`src/rtl/module_pool_lanes_pkg.sv`:
```
// Shared encodings and default sizes for the 2x2 lane pooling pipeline.
package module_pool_lanes_pkg;

  typedef enum logic {
    POOL_MAX = 1'b0,
    POOL_AVG = 1'b1
  } pool_mode_e;

  localparam int DEFAULT_WIDTH = 8;
  localparam int DEFAULT_LANES = 4;

endpackage

```
`src/rtl/module_pool_lanes_alu.sv`:
```
// Per-lane 2x2 pooling arithmetic: pairwise reduce (stage 1) and final reduce (stage 2).
// Purely combinational; the pipeline registers live in the top.
module pool_lane_alu
  import module_pool_lanes_pkg::*;
#(
  parameter int WIDTH  = DEFAULT_WIDTH,
  parameter bit SIGNED = 1'b0
) (
  input  pool_mode_e         s1_mode,
  input  logic [4*WIDTH-1:0] win,
  output logic [WIDTH:0]     pair_a,
  output logic [WIDTH:0]     pair_b,
  input  pool_mode_e         s2_mode,
  input  logic [WIDTH:0]     s2_pair_a,
  input  logic [WIDTH:0]     s2_pair_b,
  output logic [WIDTH-1:0]   result
);

  localparam int PW = WIDTH + 1;
  localparam int EW = WIDTH + 2;
  localparam logic [EW-1:0] ROUND = EW'(2'b10);

  // Everything is widened into a signed domain two bits wider than an element,
  // so one signed compare serves both the signed and unsigned configurations.
  function automatic logic [EW-1:0] ext_elem(input logic [WIDTH-1:0] v);
    return SIGNED ? {{2{v[WIDTH-1]}}, v} : {2'b00, v};
  endfunction

  function automatic logic [EW-1:0] ext_pair(input logic [PW-1:0] v);
    return SIGNED ? {v[PW-1], v} : {1'b0, v};
  endfunction

  function automatic logic [EW-1:0] max_ext(input logic [EW-1:0] x, input logic [EW-1:0] y);
    return ($signed(x) > $signed(y)) ? x : y;
  endfunction

  logic [EW-1:0]        w11, w12, w21, w22;
  logic signed [EW-1:0] quad_sum;
  logic signed [EW-1:0] avg_ext;
  logic [EW-1:0]        max_fin;

  always_comb begin
    w11 = ext_elem(win[0*WIDTH +: WIDTH]);
    w12 = ext_elem(win[1*WIDTH +: WIDTH]);
    w21 = ext_elem(win[2*WIDTH +: WIDTH]);
    w22 = ext_elem(win[3*WIDTH +: WIDTH]);
    if (s1_mode == POOL_AVG) begin
      pair_a = PW'(w11 + w12);
      pair_b = PW'(w21 + w22);
    end else begin
      pair_a = PW'(max_ext(w11, w12));
      pair_b = PW'(max_ext(w21, w22));
    end
  end

  always_comb begin
    quad_sum = $signed(ext_pair(s2_pair_a) + ext_pair(s2_pair_b) + ROUND);
    if (SIGNED) begin
      avg_ext = quad_sum >>> 2'd2;
    end else begin
      avg_ext = quad_sum >> 2'd2;
    end
    max_fin = max_ext(ext_pair(s2_pair_a), ext_pair(s2_pair_b));
    if (s2_mode == POOL_AVG) begin
      result = WIDTH'(avg_ext);
    end else begin
      result = WIDTH'(max_fin);
    end
  end

endmodule

```
`src/rtl/module_pool_lanes.sv`:
```
// Two-stage valid/ready pipeline pooling LANES 2x2 windows per beat (max or rounded average).
module module_pool_lanes
  import module_pool_lanes_pkg::*;
#(
  parameter int WIDTH  = DEFAULT_WIDTH,
  parameter int LANES  = DEFAULT_LANES,
  parameter bit SIGNED = 1'b0
) (
  input  logic                     clk,
  input  logic                     rst_n,
  input  logic                     s_valid,
  output logic                     s_ready,
  input  logic [LANES*4*WIDTH-1:0] s_win,
  input  logic                     s_mode,
  input  logic                     s_zero_out,
  input  logic                     s_last,
  input  logic [WIDTH-1:0]         zero_point,
  output logic                     m_valid,
  input  logic                     m_ready,
  output logic [LANES*WIDTH-1:0]   m_data,
  output logic                     m_last
);

  logic s1_valid_d, s1_valid_q;
  logic s2_valid_d, s2_valid_q;
  logic s_accept, s2_load;

  logic [LANES-1:0][WIDTH:0] pair_a_s, pair_b_s;
  logic [LANES-1:0][WIDTH:0] pair_a_d, pair_a_q, pair_b_d, pair_b_q;
  pool_mode_e                mode_d, mode_q;
  logic                      zero_out_d, zero_out_q;
  logic                      last_d, last_q;
  logic [WIDTH-1:0]          zp_d, zp_q;
  logic [LANES*WIDTH-1:0]    lane_res_s;
  logic [LANES*WIDTH-1:0]    m_data_d, m_data_q;
  logic                      m_last_d, m_last_q;

  assign s2_load  = s1_valid_q && (!s2_valid_q || m_ready);
  assign s_ready  = !s1_valid_q || !s2_valid_q || m_ready;
  assign s_accept = s_valid && s_ready;

  assign m_valid = s2_valid_q;
  assign m_data  = m_data_q;
  assign m_last  = m_last_q;

  for (genvar l = 0; l < LANES; l++) begin : g_lane
    pool_lane_alu #(
      .WIDTH  (WIDTH),
      .SIGNED (SIGNED)
    ) u_alu (
      .s1_mode   (pool_mode_e'(s_mode)),
      .win       (s_win[l*4*WIDTH +: 4*WIDTH]),
      .pair_a    (pair_a_s[l]),
      .pair_b    (pair_b_s[l]),
      .s2_mode   (mode_q),
      .s2_pair_a (pair_a_q[l]),
      .s2_pair_b (pair_b_q[l]),
      .result    (lane_res_s[l*WIDTH +: WIDTH])
    );
  end

  always_comb begin
    if (s_accept) begin
      s1_valid_d = 1'b1;
    end else if (s2_load) begin
      s1_valid_d = 1'b0;
    end else begin
      s1_valid_d = s1_valid_q;
    end

    if (s2_load) begin
      s2_valid_d = 1'b1;
    end else if (m_ready) begin
      s2_valid_d = 1'b0;
    end else begin
      s2_valid_d = s2_valid_q;
    end
  end

  always_comb begin
    if (s_accept) begin
      pair_a_d   = pair_a_s;
      pair_b_d   = pair_b_s;
      mode_d     = pool_mode_e'(s_mode);
      zero_out_d = s_zero_out;
      last_d     = s_last;
      zp_d       = zero_point;
    end else begin
      pair_a_d   = pair_a_q;
      pair_b_d   = pair_b_q;
      mode_d     = mode_q;
      zero_out_d = zero_out_q;
      last_d     = last_q;
      zp_d       = zp_q;
    end
  end

  // Padding beats bypass the lane arithmetic and present zero_point on every lane.
  always_comb begin
    if (s2_load) begin
      if (zero_out_q) begin
        m_data_d = {LANES{zp_q}};
      end else begin
        m_data_d = lane_res_s;
      end
      m_last_d = last_q;
    end else begin
      m_data_d = m_data_q;
      m_last_d = m_last_q;
    end
  end

  always_ff @(posedge clk) begin
    if (!rst_n) begin
      s1_valid_q <= 1'b0;
      s2_valid_q <= 1'b0;
      m_data_q   <= '0;
      m_last_q   <= 1'b0;
    end else begin
      s1_valid_q <= s1_valid_d;
      s2_valid_q <= s2_valid_d;
      m_data_q   <= m_data_d;
      m_last_q   <= m_last_d;
    end
  end

  always_ff @(posedge clk) begin
    pair_a_q   <= pair_a_d;
    pair_b_q   <= pair_b_d;
    mode_q     <= mode_d;
    zero_out_q <= zero_out_d;
    last_q     <= last_d;
    zp_q       <= zp_d;
  end

endmodule

```
`config.mk`:
```
export PLATFORM = sky130hd
export DESIGN_NAME = module_pool_lanes
export DESIGN_NICKNAME = d
export VERILOG_FILES = /design/src/rtl/module_pool_lanes_pkg.sv /design/src/rtl/module_pool_lanes_alu.sv /design/src/rtl/module_pool_lanes.sv
export SDC_FILE = /design/constraint.sdc
export NUM_CORES = 1
export LEC_CHECK = 0
export ABC_CLOCK_PERIOD_IN_PS = 4700
export CAP_MARGIN = 20
export CORE_MARGIN = 5
export CORE_UTILIZATION = 57
export DETAILED_ROUTE_END_ITERATION = 8
export PLACE_DENSITY = 0.86
export SYNTH_ARGS = -nofsm -noshare
export SYNTH_HDL_FRONTEND = slang
export SYNTH_SLANG_ARGS = --single-unit
```
`constraint.sdc`:
```
create_clock -name clk -period 4.7 [get_ports clk]
set_input_delay 1.175 -clock clk [delete_from_list [all_inputs] [get_ports clk]]
set_output_delay 1.175 -clock clk [all_outputs]
set_load 0.02 [all_outputs]
```
==> summary.md <==
| Metric | Value |
|---|---|
| Skew-Pair Late Insertion Delay | `430 ps` |
| Syn Std Cell Area | `0.01248 mm²` |
| Max_slew headroom | `29.62%` |
| Starting Density | `57.54%` |
| Num CTS Buffers | `17` |
| CP cell instances | `clkdlybuf4s50_1, nor2b_1, nand2_1, clkdlybuf4s50_1` |
| Worst slew pin tran | `1052 ps` |
| Power per cell area | `294.8 mW/mm²` |
| Post-CTS Resized | `0` |
| Area contributors post-synth | `ha_1 (23%), edfxtp_1 (20%), mux2i_1 (9.4%)` |
| Post-route setup TNS | `0 ps` |
| Synth Register Bits | `118` |
| Sequential-to-total area share from yosys stat | `25.59%` |
| Final hold vios | `0` |
| Fmax | `269.4 MHz` |
| NumNets Final | `1905` |
| Vias | `10.50k` |
| CP arrival | `2540 ps` |
| Layout fillers | `1559` |
| DRT iter0 DRCs | `787` |
| First-pass GRT wire length | `50060 µm` |
| IO buf count | `177` |
| Fin Clk Skew | `9.116 ps` |
| Ys async rst share | `0%` |
| Synth Warn # | `0` |
| Max incr delay on CP | `550 ps` |
| Clk root buf | `clkbuf_16` |
| Crit-path max FO | `5` |
| Period utilization | `78.97%` |
| Clk buf depth | `2` |
| Final WS setup | `988.5 ps` |
| Tmin final | `3712 ps` |
| Num rows | `54` |
| Number of global-route vias before repair | `10.23k` |
| Die X | `158.0 µm` |
| # IOs | `178` |
| Die area | `0.02495 mm²` |
| Avg Cell Area, Syn | `9.183 µm²` |
| Placed cell area | `0.01446 mm²` |
| Post-DR wirelength/cell | `17.53 µm` |
| Gr ovfl total | `0` |
| Storage cell area | `0.003193 mm²` |
| Gr usage total | `25.04%` |
| Proportion of layout cells with a drive suffix above 1 | `3.648%` |
| Crit path max-delay cell type | `clkdlybuf4s50_1` |
| Slew Viols, Final | `0` |
| Post-DR vias/cell | `5.785` |
| Die height | `158.0 µm` |
| TritonCTS clock tree | `built` |
| Placer Congestion | `0.9548` |
| Netlist cell types | `65` |
| DRT Wirelength | `31810 µm` |
| Final instance area | `0.01508 mm²` |
| Crit path max-delay family | `buffers and inverters` |
| Largest net degree at the start of global routing | `85` |
| Crit end category | `primary output` |
| # diodes | `0` |
| # DRC | `0` |
| Peak supply drop | `0.1997 mV` |
| CP Launch Type | `input pin` |
| Buf/Inv on CP | `2` |
| Endpoints failing setup | `0` |
| Multi-input gate area | `0.008376 mm²` |
| H-Tree Level Count | `4` |
| EDFF count, synth | `83` |
| Sink Count | `118` |
| Syn Inst Count | `1359` |
| CP Data Required Time | `3520 ps` |
| Max_cap viols | `0` |
| Routed Antenna Nets | `0` |
| Hold-fix buffers, CTS | `0` |
| Status | `finished, final reports clean` |
| Largest area contributor in the synthesized netlist | `ha_1` |
| RSZ-0062 raised after global routing | `false` |
| Hold/Removal Path Class | `register to register` |
| Critical path class | `input pin to primary output` |
| Synthesis-to-layout area growth | `20.85%` |
| Pleak | `7.151 nW` |
| Initial antenna violation count | `0` |
| DP HPWL | `25100 µm` |
| Dpl ws | `904.0 ps` |
| Core Footprint | `0.02169 mm²` |
| Pre-antenna DRT Iters | `5` |
| Ys flop type | `edfxtp_1` |
| Most common cell on crit path | `clkdlybuf4s50_1` |
| Setup bufs post-CTS | `0` |
| Clock slew at reported path FFs | `60 ps` |
| Share of the synthesized area in the top cell type | `22.86%` |
| Synthesized Nets | `1742` |
==> cell usage after synthesis (3+ instances only) <==
cell type,count
nand4_1,19
a32o_1,5
a21o_1,27
a31oi_1,8
a31o_2,3
fa_1,12
o31ai_1,10
a211oi_1,5
o21ai_0,59
nor3_1,21
nor2b_1,26
nor2_1,29
a21oi_1,93
edfxtp_1,83
inv_1,199
o21bai_1,30
nand2b_1,22
a221oi_1,18
or3_1,3
o21a_1,17
nand3b_1,3
nand3_1,11
clkbuf_1,22
ha_1,228
o22ai_1,11
o221ai_1,5
buf_1,4
o21ai_1,22
mux2i_1,117
buf_2,9
o31a_1,17
a2bb2oi_1,3
xnor2_1,35
dfxtp_1,35
and3_1,5
nand2_1,71
xor2_1,36
==> sequential cells by signal (all words and copies together), names as in the netlist <==
name and count:
zero_out_q 1, m_data 32, pair_b_q 36, last_q 1, mode_q 1, s1_valid_q 1, m_last 1, pair_a_q 36
zp_q 8, m_valid 1
==> through the flow <==
step	util [%]	total power [mW]	std cells	hold WS, ps
2_1_floorplan	-	2.579	1359	495.6
3_3_place_gp	66.68	3.036	1782	435.8
3_5_place_dp	66.68	3.110	1782	447.4
4_1_cts	69.41	4.424	1814	462.1
5_1_grt	69.54	4.695	1815	490.3
6_report	69.54	4.446	1815	460.5
==> final timing paths <==
kind                                  start         to  slack (ps)  cells after the start
worst min-delay path              m_data[5]  m_data[5]         460                      1
worst max-delay path                m_ready    s_ready         990                      4
worst min register to register    m_data[5]  m_data[5]         460                      1
worst max register to register  pair_b_q[3]  m_data[7]        1830                      9
==> power breakdown <==
part | leakage (nW) | switching, mW | internal, mW
sequential | 1.11 | 0.101 | 1.25
combinational | 5.75 | 0.966 | 0.821
clock | 0.296 | 0.496 | 0.814
==> final cells by class <==
type / instances / area share [%]
Tap cell: 280 / 2.323
Timing Repair Buffer: 181 / 12.06
Multi-Input combinational cell: 1004 / 55.53
Inverter: 200 / 4.978
Clock buffer: 21 / 3.335
Clock inverter: 11 / 0.5973
Sequential cell: 118 / 21.17
==> cell families (layout without fill, tap and decap cells) <==
group | count (synthesis) | in the layout | synth area share (%)
AOI/OAI and AO/OA | 352 | 352 | 18.70
adders and majority gates | 240 | 240 | 24.78
buffers and inverters | 237 | 413 | 7.339
and+or+nand+nor | 221 | 221 | 8.953
muxes | 120 | 120 | 9.655
DFF | 118 | 118 | 25.59
xor gates and xnor gates | 71 | 71 | 4.983
==> cell usage in the layout, fill, tap and decap left out, drive strengths merged, types with 35 or more instances in the layout <==
cell           instances
xor2                  36
edfxtp                83
inv                  204
ha                   228
dfxtp                 35
o21ai                 82
clkdlybuf4s50        176
a21oi                 94
xnor2                 35
mux2i                117
nand2                 71
==> per-layer routing <==
metal / global-route usage [%] / part of all wire, % / up-vias
met3: 3.827 / 7.3 / 48
met4: 7.189 / 2.1 / 0
met1: 32.91 / 42 / 4907
li1: - / - / 5145
met5: 0 / 0 / -
met2: 42.93 / 48 / 399
No activity file was read; power rests on OpenSTA's default activity.
